==> src/rtl/pump_cmd_decoder_if.sv <==
// Byte-stream input and decoded command outputs of the pump command decoder.
// The decoder takes the slave modport; whatever feeds it bytes takes the master modport.
interface pump_cmd_if;
  logic [7:0] rx_data;
  logic       rx_valid;
  logic [1:0] fragrance_select;
  logic [1:0] timer_select;
  logic       pump_on;
  logic       pump_off;
  logic       manual_on;
  logic       frame_ok;
  logic       cmd_error;
  logic [7:0] err_count;

  modport master (
    output rx_data, rx_valid,
    input  fragrance_select, timer_select, pump_on, pump_off,
    input  manual_on, frame_ok, cmd_error, err_count
  );

  modport slave (
    input  rx_data, rx_valid,
    output fragrance_select, timer_select, pump_on, pump_off,
    output manual_on, frame_ok, cmd_error, err_count
  );
endinterface

==> src/rtl/pump_cmd_decoder.sv <==
// Decodes 4-byte frames (A5, CMD, ARG, CMD^ARG) into pump selects and one-cycle
// command pulses. Bad or stalled frames raise cmd_error and bump a saturating counter.
module pump_cmd_decoder #(
  parameter int CLOCK_FREQ = 1_000_000,
  parameter int TIMEOUT_MS = 10
) (
  input  logic       clk,
  input  logic       rst,
  pump_cmd_if.slave  bus
);

  localparam int GAP_LIMIT_INT = CLOCK_FREQ / 1000 * TIMEOUT_MS;
  localparam int GAP_W = $clog2(GAP_LIMIT_INT + 1);
  localparam logic [GAP_W-1:0] GAP_LIMIT = GAP_W'(GAP_LIMIT_INT);

  localparam logic [7:0] SYNC_BYTE = 8'hA5;
  localparam logic [7:0] CMD_ON    = 8'h01;
  localparam logic [7:0] CMD_OFF   = 8'h02;
  localparam logic [7:0] CMD_MAN   = 8'h03;
  localparam logic [7:0] CMD_TIMER = 8'h04;

  typedef enum logic [1:0] {IDLE, GET_CMD, GET_ARG, GET_CHK} state_t;

  state_t           state_q, state_d;
  logic [7:0]       cmd_q, cmd_d;
  logic [7:0]       arg_q, arg_d;
  logic [GAP_W-1:0] gap_q, gap_d;
  logic [1:0]       frag_q, frag_d;
  logic [1:0]       timer_q, timer_d;
  logic             pump_on_q, pump_on_d;
  logic             pump_off_q, pump_off_d;
  logic             manual_on_q, manual_on_d;
  logic             frame_ok_q, frame_ok_d;
  logic             cmd_error_q, cmd_error_d;
  logic [7:0]       err_q, err_d;

  logic             cmd_arg_valid;
  logic             frame_good;
  logic             err_event;

  // CMD/ARG legality depends only on the stored bytes; the checksum uses the live CHK byte.
  always_comb begin
    cmd_arg_valid = 1'b0;
    case (cmd_q)
      CMD_ON, CMD_MAN, CMD_TIMER: cmd_arg_valid = (arg_q <= 8'd2);
      CMD_OFF:                    cmd_arg_valid = (arg_q == 8'h00);
      default:                    cmd_arg_valid = 1'b0;
    endcase
    frame_good = cmd_arg_valid && (bus.rx_data == (cmd_q ^ arg_q));
  end

  always_comb begin
    state_d     = state_q;
    cmd_d       = cmd_q;
    arg_d       = arg_q;
    gap_d       = gap_q;
    frag_d      = frag_q;
    timer_d     = timer_q;
    pump_on_d   = 1'b0;
    pump_off_d  = 1'b0;
    manual_on_d = 1'b0;
    frame_ok_d  = 1'b0;
    err_event   = 1'b0;

    if (bus.rx_valid) begin
      gap_d = '0;
      case (state_q)
        IDLE: begin
          if (bus.rx_data == SYNC_BYTE) state_d = GET_CMD;
        end
        GET_CMD: begin
          cmd_d   = bus.rx_data;
          state_d = GET_ARG;
        end
        GET_ARG: begin
          arg_d   = bus.rx_data;
          state_d = GET_CHK;
        end
        GET_CHK: begin
          state_d = IDLE;
          if (frame_good) begin
            frame_ok_d = 1'b1;
            case (cmd_q)
              CMD_ON: begin
                frag_d    = arg_q[1:0];
                pump_on_d = 1'b1;
              end
              CMD_OFF: pump_off_d = 1'b1;
              CMD_MAN: begin
                frag_d      = arg_q[1:0];
                manual_on_d = 1'b1;
              end
              CMD_TIMER: timer_d = arg_q[1:0];
              default: ;
            endcase
          end else begin
            err_event = 1'b1;
          end
        end
        default: state_d = IDLE;
      endcase
    end else if (state_q != IDLE) begin
      // A byte arriving on the timeout cycle wins because this branch is skipped.
      if (gap_q == GAP_LIMIT) begin
        state_d   = IDLE;
        gap_d     = '0;
        err_event = 1'b1;
      end else begin
        gap_d = gap_q + GAP_W'(1);
      end
    end

    cmd_error_d = err_event;
    err_d       = (err_event && (err_q != 8'hFF)) ? err_q + 8'd1 : err_q;
  end

  always_ff @(posedge clk or posedge rst) begin
    if (rst) begin
      state_q     <= IDLE;
      cmd_q       <= '0;
      arg_q       <= '0;
      gap_q       <= '0;
      frag_q      <= '0;
      timer_q     <= '0;
      pump_on_q   <= 1'b0;
      pump_off_q  <= 1'b0;
      manual_on_q <= 1'b0;
      frame_ok_q  <= 1'b0;
      cmd_error_q <= 1'b0;
      err_q       <= '0;
    end else begin
      state_q     <= state_d;
      cmd_q       <= cmd_d;
      arg_q       <= arg_d;
      gap_q       <= gap_d;
      frag_q      <= frag_d;
      timer_q     <= timer_d;
      pump_on_q   <= pump_on_d;
      pump_off_q  <= pump_off_d;
      manual_on_q <= manual_on_d;
      frame_ok_q  <= frame_ok_d;
      cmd_error_q <= cmd_error_d;
      err_q       <= err_d;
    end
  end

  assign bus.fragrance_select = frag_q;
  assign bus.timer_select     = timer_q;
  assign bus.pump_on          = pump_on_q;
  assign bus.pump_off         = pump_off_q;
  assign bus.manual_on        = manual_on_q;
  assign bus.frame_ok         = frame_ok_q;
  assign bus.cmd_error        = cmd_error_q;
  assign bus.err_count        = err_q;

endmodule

==> src/flat_wrapper.sv <==
// flat-port wrapper written by rule: the top's interface ports become plain ports
module pump_cmd_decoder_flat 
#(
  parameter int CLOCK_FREQ = 1_000_000,
  parameter int TIMEOUT_MS = 10
)
  (clk, rst, bus_rx_data, bus_rx_valid, bus_fragrance_select, bus_timer_select, bus_pump_on, bus_pump_off, bus_manual_on, bus_frame_ok, bus_cmd_error, bus_err_count);
  pump_cmd_if bus_i ();
  input  logic clk;
  input  logic rst;
  input wire logic [$bits(bus_i.rx_data)-1:0] bus_rx_data;
  input wire logic [$bits(bus_i.rx_valid)-1:0] bus_rx_valid;
  output wire logic [$bits(bus_i.fragrance_select)-1:0] bus_fragrance_select;
  output wire logic [$bits(bus_i.timer_select)-1:0] bus_timer_select;
  output wire logic [$bits(bus_i.pump_on)-1:0] bus_pump_on;
  output wire logic [$bits(bus_i.pump_off)-1:0] bus_pump_off;
  output wire logic [$bits(bus_i.manual_on)-1:0] bus_manual_on;
  output wire logic [$bits(bus_i.frame_ok)-1:0] bus_frame_ok;
  output wire logic [$bits(bus_i.cmd_error)-1:0] bus_cmd_error;
  output wire logic [$bits(bus_i.err_count)-1:0] bus_err_count;
  assign bus_i.rx_data = bus_rx_data;
  assign bus_i.rx_valid = bus_rx_valid;
  assign bus_fragrance_select = bus_i.fragrance_select;
  assign bus_timer_select = bus_i.timer_select;
  assign bus_pump_on = bus_i.pump_on;
  assign bus_pump_off = bus_i.pump_off;
  assign bus_manual_on = bus_i.manual_on;
  assign bus_frame_ok = bus_i.frame_ok;
  assign bus_cmd_error = bus_i.cmd_error;
  assign bus_err_count = bus_i.err_count;
  pump_cmd_decoder #(.CLOCK_FREQ(CLOCK_FREQ), .TIMEOUT_MS(TIMEOUT_MS)) u_core (.clk(clk), .rst(rst), .bus(bus_i));
endmodule
==> config.mk <==
export PLATFORM = sky130hd
export DESIGN_NAME = pump_cmd_decoder_flat
export DESIGN_NICKNAME = d
export VERILOG_FILES = /design/src/rtl/pump_cmd_decoder_if.sv /design/src/rtl/pump_cmd_decoder.sv /design/src/flat_wrapper.sv
export SDC_FILE = /design/constraint.sdc
export NUM_CORES = 1
export LEC_CHECK = 0
export CAP_MARGIN = 40
export CORE_MARGIN = 2
export CORE_UTILIZATION = 50
export CTS_CLUSTER_SIZE = 20
export DETAILED_ROUTE_END_ITERATION = 8
export GPL_TIMING_DRIVEN = 1
export PLACE_DENSITY = 0.72
export SLEW_MARGIN = 40
export SYNTH_ARGS = -nofsm -noshare
export SYNTH_HDL_FRONTEND = slang
export SYNTH_SLANG_ARGS = --single-unit
==> constraint.sdc <==
create_clock -name clk -period 3.9 [get_ports clk]
set_clock_uncertainty 0.1 [all_clocks]
set_input_delay 0.78 -clock clk [delete_from_list [all_inputs] [get_ports clk]]
set_output_delay 0.78 -clock clk [all_outputs]
set_load 0.005 [all_outputs]
==> results of run 1 <==
[registers in the layout, indices dropped and copies added (netlist names)]
signal                       flops
u_core.bus.fragrance_select      2
u_core.bus.pump_off              1
u_core.bus.cmd_error             1
u_core.bus.frame_ok              1
u_core.gap_q                    14
u_core.bus.timer_select          2
u_core.state_q                   2
u_core.arg_q                     8
u_core.bus.pump_on               1
u_core.bus.err_count             8
u_core.cmd_q                     8
u_core.bus.manual_on             1
[worst min path at each step]
stage	end	depth (start not counted)	slack, ns
after floorplan	u_core.bus.pump_on	1	0.38
after global placement	u_core.bus.fragrance_select[1]	1	0.38
after detailed placement	u_core.bus.fragrance_select[1]	1	0.38
after CTS	u_core.bus.fragrance_select[1]	1	0.40
after global routing	u_core.bus.timer_select[1]	1	0.42
final	u_core.bus.fragrance_select[1]	1	0.39
[metrics by stage]
step,hold WS (ns),std cells,util [%],power (uW)
after global routing,0.416,315,61.1,1720
after floorplan,0.379,217,-,1170
after CTS,0.402,315,61.1,1620
after detailed placement,0.383,308,59.3,1320
final,0.393,315,61.1,1590
after global placement,0.378,308,59.2,1300
[layout make-up]
cell class / count / area (sq um)
clock buffer: 7 / 86.3
fill: 400 / 1840
inverter: 9 / 36.3
multi-input combinational: 155 / 1180
sequential: 49 / 1230
tap: 67 / 83.8
timing repair buffer: 28 / 278
[cell usage in the layout, fill, tap and decap left out, drive strengths merged, types with 8 or more instances in the layout]
cell type      synthesis  layout
a21oi                  8       8
clkdlybuf4s50          0      27
dfrtp                 49      49
inv                    9       9
mux2                  22      22
nand2                 16      16
nor2                  18      18
xnor2                 12      12
xor2                  10      10
[power groups by stage]
stage               combinational, uW  clock, uW  sequential [uW]
floorplan                         425          0              746
global placement                  518          0              784
detailed placement                528          0              787
CTS                               532        309              778
global route                      592        327              802
finish                            521        294              776
[layer usage]
layer / routed length (um) / vias up / global-route usage [%]
li1: - / 818 / -
met1: 2010 / 809 / 23.6
met2: 1930 / 24 / 27.5
met3: 129 / 6 / 3.93
met4: 40 / 0 / 4.24
met5: 0 / - / 0
[critical path: cells and delay by family]
kind / cells / cell delay (ns)
buf+inv: 1 / 0.52
mux: 1 / 0.33
compound gates: 4 / 1.06
simple gates: 1 / 0.14
[kinds of logic (layout without fill, tap and decap cells)]
| kind of cell | Yosys count | count (layout) |
|---|---|---|
| simple gates | 80 | 80 |
| flops | 49 | 49 |
| compound gates | 23 | 23 |
| mux | 23 | 23 |
| xor+xnor | 22 | 22 |
| buf+inv | 13 | 44 |
| fa+ha+maj | 7 | 7 |
==> results.cfg, run 1 <==
[floorplanning]
die_h_um = 74.1
initial_utilization_pct = 52.1
io_pins = 28
rows = 25
die-area_sq_mm = 0.00549
die_x_um = 74.1
core_area_sq_mm = 0.00472

[setup_path]
critPathKind = in -> reg
r2r_cells = 7
r2r_end = u_core.gap_q[12]
r2r_start = u_core.state_q[0]
cp_slowest_stage_delay_ns = 0.52
crit_path_top_delay_cell = clkdlybuf4s50_1
endpoint = u_core.bus.err_count[6]
worstSetupStartpointType = primary input
cp.arrival_ns = 2.82
cp_max_fo = 8
startpoint = bus_rx_data[1]
cp-end-kind = flop
required_ns = 3.98
r2r_slack_ns = 1.50
cp_cell_sequence = clkdlybuf4s50_1, nor2_1, a21oi_1, o32a_4, o311a_4, o2111ai_2, mux2_1

[power]
p_leak_uw = 0.00126
power.density_mw_per_mm2 = 551
power_frac_comb_pct = 32.8
ir_drop_uv = 354
p_int_uw = 1080
power.share.sequential_pct = 48.8
p_switching_uw = 513
power_frac_clock_pct = 18.5
swShare_pct = 32.3

[drt]
wl_per_cell_um = 13.0
drt_first_pass_iters = 4
viasPerCell = 5.26
via_count = 1657
drt_iter0_markers = 84
final_antenna_net_count = 0
finalWirelength_um = 4110
drc = 0

[global_routing]
grt_pass1_vias = 1621
antenna_found_initial = 0
grt_overflow = 0
grt_pass1_wl_um = 7260
grt_usage_pct = 17.1
grt_max_degree = 50

[timing]
tightest_slew_ns = 0.592
clock.fmax_mhz = 365
fin_ws_ns = 1.16
fin_setup_tns_ns = 0
finalSetupViolCount = 0
finalCriticalPeriod_ns = 2.74
hold_violations = 0
drv_slew = 0
slew_headroom_pct = 60.5
min_period_over_period_pct = 70.3
rsz0062_at_grt = no

[final_layout]
antenna_cells = 0
layout-drive-gt1-share_pct = 14.1
areaGrowthSynthToFinish_pct = 17.4
nNetsFinal = 266
finish.instance_area_sq_mm = 0.00289

[logic_synthesis]
yosysSeqAreaShare_pct = 49.9
muxShareOfSynthArea_pct = 10.5
synth_compound_area_share_pct = 7.43
yosys_warnings = 0
yosys.area_share.xor_xnor_pct = 7.84
synth_edf_count = 0
yosys-top-cells-count = dfrtp_1, nor2_1, mux2_2
synth_seq_cells = 49
synth_area_sq_mm = 0.00246
synth_cells = 217
ys.flop_type = dfrtp_1
synth-adder-area-share_pct = 3.56
synth_most_common_cell = dfrtp_1
synth_cell_types = 46
synthesis.nets = 235
synthTopCellsByArea = dfrtp_1, mux2_2, xnor2_1
synth_top_family_by_area = simple AND/OR/NAND/NOR gates
synth_top_area_share_pct = 49.9
avgSynthCellArea_sq_um = 11.3
synth-simple-area-share_pct = 18.5
async_flop_share_pct = 100
yosys.area.top_type = dfrtp_1

[clocking]
cts.path.max_buffers = 2
post_cts_buffers = 0
path_clk_slew_ns = 0.08
tritoncts = yes
cts_sinks = 49
holdBufCountCts = 0
htreeDepth = 2
cts_buffers = 5
clk_latency_ns = 0.29
ctsRootBufferMaster = clkbuf_8
cts_resized = 0

[outcome]
status = finished, final reports clean

[placed_design]
portBuffers = 27
preCtsSetupSlack_ns = 0.831
placed_area_sq_mm = 0.00280
place_congestion = 0.809
dp_hpwl_um = 2930

[min_path]
min_path_type = reg -> reg
holdCritStartpoint = u_core.bus.fragrance_select[1]

[flow_run]
maxCapViolCount = 0
(Power assumes the default switching activity.)
==> run 2, diff against run 1 <==
Clock period 3.9 ns to 2.58 ns, I/O delays scaled along.
==> results.cfg, run 2 (synthesized netlist as in run 1, its figures left out) <==
[final_layout]
nNetsFinal = 279
mostFrequentLayoutCell = dfrtp_1
areaGrowthSynthToFinish_pct = 22.5
antenna_cells = 0
seq_area_sq_mm = 0.00123
layout-drive-gt1-share_pct = 18.7
final_cell_mix = dfrtp_1, clkdlybuf4s50_1, nor2_1
fill_cells = 403
largest_register_ffs = 14
fin_cells = 329
regMostFlops = u_core.gap_q
multi_input_area_sq_mm = 0.00118

[setup_path]
r2r_cells = 6
r2r_start = u_core.arg_q[0]
critPathKind = in -> reg
worstSetupStartpointType = primary input
cp_max_fo = 5
crit_path_top_delay_cell = clkdlybuf4s50_1
r2r_end = u_core.bus.err_count[6]
endpoint = u_core.bus.err_count[6]
cp-end-kind = flop
cp_cell_sequence = clkdlybuf4s50_1, nor2_1, a21oi_1, o32a_4, o311a_4, o2111ai_2, mux2_1
required_ns = 2.67
cp.arrival_ns = 2.46
r2r_slack_ns = 0.29
cp_slowest_stage_delay_ns = 0.47
startpoint = bus_rx_data[1]

[drt]
finalWirelength_um = 4340
wl_per_cell_um = 13.2
drc = 0
drt_first_pass_iters = 4
drt_iter0_markers = 52
via_count = 1720
viasPerCell = 5.23
final_antenna_net_count = 0

[clocking]
holdBufCountCts = 0
tritoncts = yes
clk_latency_ns = 0.30
ctsRootBufferMaster = clkbuf_8
cts_buffers = 5
cts.path.max_buffers = 2
post_cts_buffers = 0
cts_resized = 0
path_clk_slew_ns = 0.08
htreeDepth = 2
cts_sinks = 49

[global_routing]
grt_max_degree = 50
grt_pass1_wl_um = 7460
grt_overflow = 0
antenna_found_initial = 0
grt_usage_pct = 17.7
grt_pass1_vias = 1663

[outcome]
status = finished, final reports clean

[timing]
finalCriticalPeriod_ns = 2.37
clock.fmax_mhz = 421
hold_violations = 0
tightest_slew_ns = 0.608
slew_headroom_pct = 59.5
finalSetupViolCount = 0
min_period_over_period_pct = 92.0
rsz0062_at_grt = no
fin_setup_tns_ns = 0
drv_slew = 0

[floorplanning]
die_x_um = 74.1
die-area_sq_mm = 0.00549
die_h_um = 74.1
initial_utilization_pct = 52.1
rows = 25
core_area_sq_mm = 0.00472
io_pins = 28

[power]
ir_drop_uv = 463
p_leak_uw = 0.00133
power.density_mw_per_mm2 = 850

[placed_design]
place_inst = 321
place_congestion = 0.770
dp_hpwl_um = 3100
portBuffers = 27

[min_path]
min_path_type = reg -> reg

[flow_run]
maxCapViolCount = 0
-- run 2: metal layers --
metal  vias to the layer above  GRT usage [%]  routed length, um
met4                         0           6.67                 64
met3                         6           4.07                143
met5                         -              0                  0
met1                       840           23.2               2020
li1                        848              -                  -
met2                        26           28.9               2110
-- run 2: cell type report --
type	instances	area share (%)
sequential	49	40.7
multi-input combinational	155	39.1
timing repair buffer	41	12.5
clock buffer	7	2.87
tap	67	2.78
inverter	9	1.12
clock inverter	1	0.997
-- run 2: power breakdown --
part | internal, uW | leakage [uW] | total [uW] | switching [uW]
combinational | 474 | 0.000637 | 826 | 352
clock | 316 | 0.0000585 | 559 | 243
sequential | 965 | 0.000638 | 1180 | 211
-- run 2: worst max-delay path, delay by kind of cell --
| family | cells | cell delay, ns |
|---|---|---|
| AOI/OAI and AO/OA | 4 | 1.02 |
| muxes | 1 | 0.34 |
| and+or+nand+nor | 1 | 0.11 |
| buffers and inverters | 1 | 0.47 |
-- run 2: how the worst min path moves through the flow --
stage | from | slack (ns) | depth (start not counted) | endpoint
2_1_floorplan | u_core.cmd_q[1] | 0.38 | 1 | u_core.bus.pump_on
3_3_place_gp | u_core.bus.fragrance_select[1] | 0.38 | 1 | u_core.bus.fragrance_select[1]
3_5_place_dp | u_core.bus.fragrance_select[1] | 0.38 | 1 | u_core.bus.fragrance_select[1]
4_1_cts | u_core.bus.fragrance_select[1] | 0.40 | 1 | u_core.bus.fragrance_select[1]
5_1_grt | u_core.bus.fragrance_select[1] | 0.42 | 1 | u_core.bus.fragrance_select[1]
6_report | u_core.bus.fragrance_select[1] | 0.39 | 1 | u_core.bus.fragrance_select[1]
-- run 2: per-stage QoR --
step	hold slack [ns]	setup slack [ns]	utilization [%]	total power, uW	area, sq um
6_report	0.394	0.207	63.8	2560	3010
5_1_grt	0.416	0.0943	63.8	2750	3010
4_1_cts	0.402	0.209	63.8	2600	3010
3_5_place_dp	0.382	-0.127	61.3	2030	2900
3_3_place_gp	0.379	-0.0770	61.3	2000	2900
2_1_floorplan	0.379	0.408	-	1770	2460
==> edit 1: new RTL, config.mk and constraints of run 2 <==
`TIMEOUT_MS` is set to 10 in 2 places; all go to 11.
--- a/src/rtl/pump_cmd_decoder.sv
+++ b/src/rtl/pump_cmd_decoder.sv
@@ -2,7 +2,7 @@
 // command pulses. Bad or stalled frames raise cmd_error and bump a saturating counter.
 module pump_cmd_decoder #(
   parameter int CLOCK_FREQ = 1_000_000,
-  parameter int TIMEOUT_MS = 10
+  parameter int TIMEOUT_MS = 11
 ) (
   input  logic       clk,
   input  logic       rst,
--- a/src/flat_wrapper.sv
+++ b/src/flat_wrapper.sv
@@ -2,7 +2,7 @@
 module pump_cmd_decoder_flat 
 #(
   parameter int CLOCK_FREQ = 1_000_000,
-  parameter int TIMEOUT_MS = 10
+  parameter int TIMEOUT_MS = 11
 )
   (clk, rst, bus_rx_data, bus_rx_valid, bus_fragrance_select, bus_timer_select, bus_pump_on, bus_pump_off, bus_manual_on, bus_frame_ok, bus_cmd_error, bus_err_count);
   pump_cmd_if bus_i ();
Behaviour: same outputs for any inputs over 10 cycles, from zero or initial values and one cycle with rst high; that may be too few to reach the edited logic, so the function may still have changed.
==> edit 1 against run 2 <==
Worst setup slack worse by 0.16 ns; count of clock-buffer cells in the layout fell by 1; wire length up 10%; core utilization grew 3.3 points; via count up 4.4%; sequential share of layout area is 2.3 points lower; largest cell class unchanged; power rose by 9.0%; sequential cell count unchanged; global-route usage is 1.3 points higher; clock power up 3%; register-to-register slack got worse by 0.24 ns; area after synthesis up 0.92%; final area increased by 5.9%.
==> edit 1: results (changes against run 2) <==
Worst slack at placement - -0.370 ns (-0.243 ns)
Crit Path Max Fanout - 4 (-1)
Hold slack final - 0.385 ns (-0.00864 ns)
Leakage Power - 1.51 nW (+13%)
DP HPWL - 3.47 mm (+12%)
Wire per inst - 14.0 um (+5.8%)
Gr usage total - 19.1% (+1.3 points)
Placed insts - 333 (+3.7%)
Multi-input logic cell count - 153 (-1.3%)
Fraction of area in multi-input gates - 38.4% (-0.67 points)
Main area contributors after synthesis - dfrtp_1 49%, mux2_2 8.6%, xnor3_1 5.4%, xor2_1 4.6%, ha_1 3.5%
Sequential Power Share - 42.6% (-3.4 points)
Slowest stage delay, CP - 0.61 ns (+0.14 ns)
Met1 Track Usage GR - 25.5% (+2.3 points)
DRT iter0 DRCs - 78 (+50%)
Largest net degree at the start of global routing - 21 (-58%)
Synth cell count leaders - 49 x dfrtp_1, 20 x nor2_1, 19 x mux2_2
Vias in the first global route - 1738 (+4.5%)
RePlAce Congestion - 0.806 (+4.7%)
Outcome - finished, final reports clean
# clk buffers - 6 (-1)
Metal3 WL - 157 um (+9.8%)
Final cell count without fillers - 343 (+4.3%)
Sequential share of the synthesized area - 49.4% (-0.45 points)
Power Density - 876 nW/um^2 (+3.0%)
F_max - 0.395 GHz (-6.3%)
Switching Power - 891 uW (+11%)
Fraction of layout cells with a size suffix above 1 - 22.8% (+4.1 points)
==> edit 1: worst paths after layout <==
check | start | end
worst min register to register | u_core.bus.err_count[4]$_DFFE_PP0P_ | u_core.bus.err_count[4]$_DFFE_PP0P_
worst max-delay path | u_core.arg_q[4]$_DFFE_PP0P_ | u_core.bus.fragrance_select[1]$_DFFE_PP0P_
worst min-delay path | rst | u_core.bus.fragrance_select[1]$_DFFE_PP0P_
min in group clk | u_core.bus.err_count[4]$_DFFE_PP0P_ | u_core.bus.err_count[4]$_DFFE_PP0P_
max in group asynchronous | rst | u_core.bus.err_count[5]$_DFFE_PP0P_
worst max register to register | u_core.arg_q[4]$_DFFE_PP0P_ | u_core.bus.fragrance_select[1]$_DFFE_PP0P_
==> edit 1: cells by family after synthesis <==
group | Yosys count | share of synthesized area [%]
compound gates | 29 | 7.26
simple gates | 74 | 16.5
buf+inv | 15 | 2.32
fa+ha+maj | 7 | 3.53
xor+xnor | 22 | 11.1
flops | 49 | 49.4
mux | 21 | 9.83
==> edit 2: new RTL, config.mk and constraints of run 2 <==
Made on the original files. Encoding of `state_t`: now Gray code (2 bits for 4 states).
--- a/src/rtl/pump_cmd_decoder.sv
+++ b/src/rtl/pump_cmd_decoder.sv
@@ -19,7 +19,7 @@
   localparam logic [7:0] CMD_MAN   = 8'h03;
   localparam logic [7:0] CMD_TIMER = 8'h04;
 
-  typedef enum logic [1:0] {IDLE, GET_CMD, GET_ARG, GET_CHK} state_t;
+  typedef enum logic [1:0] {IDLE = 2'b00, GET_CMD = 2'b01, GET_ARG = 2'b11, GET_CHK = 2'b10} state_t;
 
   state_t           state_q, state_d;
   logic [7:0]       cmd_q, cmd_d;
Formal check against the unedited RTL: same outputs for any inputs over 10 cycles, from zero or initial values and one cycle with rst high; not proved beyond that.
==> edit 2 against run 2 <==
Synthesized cell count is 5.1% lower; worst setup slack worse by 0.067 ns; final area shrank 0.33%; wire length is 3.2% higher; area after synthesis decreased by 1.2%; sequential cell count unchanged.
Power is not compared: it rests on default switching activity, and its combinational part moved more than twofold at a synthesized area within 25%.
==> edit 2: results (changes against run 2) <==
Worst-Skew Late Latency - 0.30 ns (about the same)
DRT iter0 DRCs - 68 (+31%)
Max reg flops - 14 (unchanged)
Port Buf Inserts - 27 (unchanged)
Relative slew slack - 59.3% (-0.16 points)
Ys async rst share - 100% (unchanged)
Fraction of layout cells with a size suffix above 1 - 21.5% (+2.8 points)
Placed Area - 2890 um^2 (-0.30%)
Outcome - finished, final reports clean
Netlist cell types - 48 (+4.3%)
H-Tree Depth - 2 (unchanged)
Vias in the first global route - 1595 (-4.1%)
Net Count, Synth - 220 (-6.4%)
Post CTS Setup Buffer Count - 0 (unchanged)
RePlAce Congestion - 0.775 (+0.64%)
Gr usage total - 17.9% (+0.17 points)
Post-CTS sizing - 0 (unchanged)
Synth cell count leaders - 49 x dfrtp_1, 19 x nor2_1, 18 x mux2_2
First-pass GRT wire length - 7.49 mm (+0.47%)
Top reg by flops - u_core.gap_q
DP HPWL - 3.13 mm (+0.87%)
Clock buffer count from CTS - 5 (unchanged)
Max IR drop VDD - 240 uV
Diodes inserted - 0 (unchanged)
WP data arrival - 2.54 ns (+0.08 ns)
DRC - 0 (unchanged)
HP Class - reg -> reg
Via-per-instance ratio - 5.62 (+7.5%)
Wire per inst - 14.4 um (+9.5%)
Cell area after synthesis - 2430 um^2 (-1.2%)
Sequential share of the synthesized area - 50.5% (+0.62 points)
Largest net degree at the start of global routing - 50 (unchanged)
Antenna violations before repair - 0 (unchanged)
Leakage Power - 1.38 nW
Layout net count - 269 (-3.6%)
TritonRoute pass-1 iters - 4 (unchanged)
Clock-pin slew on the worst setup and hold paths - 0.09 ns
Yosys warns - 0 (unchanged)
Root Driver - clkbuf_8
CTS Buffer Depth - 2 (unchanged)
Main area contributors after synthesis - dfrtp_1 50%, mux2_2 8.3%, xnor3_1 3.7%, nor2_1 2.9%, xnor2_1 2.9%
Crit Path Max Fanout - 8 (+3)
==> edit 2: changes by cell type in the layout (fill, tap and decap cells not counted), sizes merged, moves of 3 or more <==
cell,delta
a21oi,-3
ha,-4
xor2,-6
o21ai,+7
or3,+3
nor4,-3
xnor2,-4
inv,-5
nand2,-8
nand3b,+4
xnor3,+4
buf,+4
==> edit 2: where the power goes <==
group | leakage, nW | internal [mW] | switching [mW]
Clock | 0.0543 | 0.290 | 0.264
Combinational | 0.641 | 0.0550 | 0.0467
Sequential | 0.683 | 0.776 | 0.0100
Total | 1.38 | 1.12 | 0.321
==> edit 2: metal layers <==
metal / global-route usage [%] / up-vias / share of wire, %
li1: - / 850 / -
met4: 5.25 / 0 / 1.2
met5: 0 / - / 0
met3: 4.12 / 5 / 2.9
met2: 27.6 / 29 / 47
met1: 25.3 / 859 / 49
==> edit 2: cell type report <==
| type | instances | area (um^2) |
|---|---|---|
| clock buffer | 5 | 68.8 |
| clock inverter | 3 | 46.3 |
| fill | 389 | 1690 |
| inverter | 4 | 15.0 |
| multi-input combinational | 150 | 1170 |
| sequential | 49 | 1230 |
| tap | 54 | 67.6 |
| timing repair buffer | 45 | 405 |
==> edit 2: stage by stage <==
stage                     setup WS [ns]  cells
after floorplan                   0.295    206
after global placement           -0.107    302
after detailed placement         -0.122    302
after CTS                         0.133    310
after global routing             0.0602    310
final                             0.140    310
==> edit 2: logic make-up after synthesis <==
| family | synth area share (%) |
|---|---|
| xor gates and xnor gates | 8.04 |
| adders and majority gates | 1.55 |
| DFF | 50.5 |
| AOI/OAI and AO/OA | 7.73 |
| and+or+nand+nor | 20.1 |
| muxes | 10.8 |
| buffers and inverters | 1.24 |
==> edit 2: final timing paths <==
check / start / end / slack (ns) / depth (start not counted)
max in group asynchronous: rst / u_core.cmd_q[4]$_DFFE_PP0P_ / 1.39 / 3
worst min-delay path: u_core.bus.timer_select[1]$_DFFE_PP0P_ / u_core.bus.timer_select[1]$_DFFE_PP0P_ / 0.40 / 1
min in group asynchronous: rst / u_core.bus.fragrance_select[0]$_DFFE_PP0P_ / 0.58 / 3
worst max register to register: u_core.gap_q[2]$_DFFE_PP0P_ / u_core.bus.err_count[6]$_DFFE_PP0P_ / 0.14 / 5
worst min register to register: u_core.bus.timer_select[1]$_DFFE_PP0P_ / u_core.bus.timer_select[1]$_DFFE_PP0P_ / 0.40 / 1
worst max-delay path: u_core.gap_q[2]$_DFFE_PP0P_ / u_core.bus.err_count[6]$_DFFE_PP0P_ / 0.14 / 5
==> edit 2: critical path, cell delays in order (launching register included) <==
cell and delay (ns):
dfrtp_1 0.42, or4b_1 0.54, or4_4 0.46, nor3_4 0.32, o2111ai_2 0.18, mux2_4 0.32
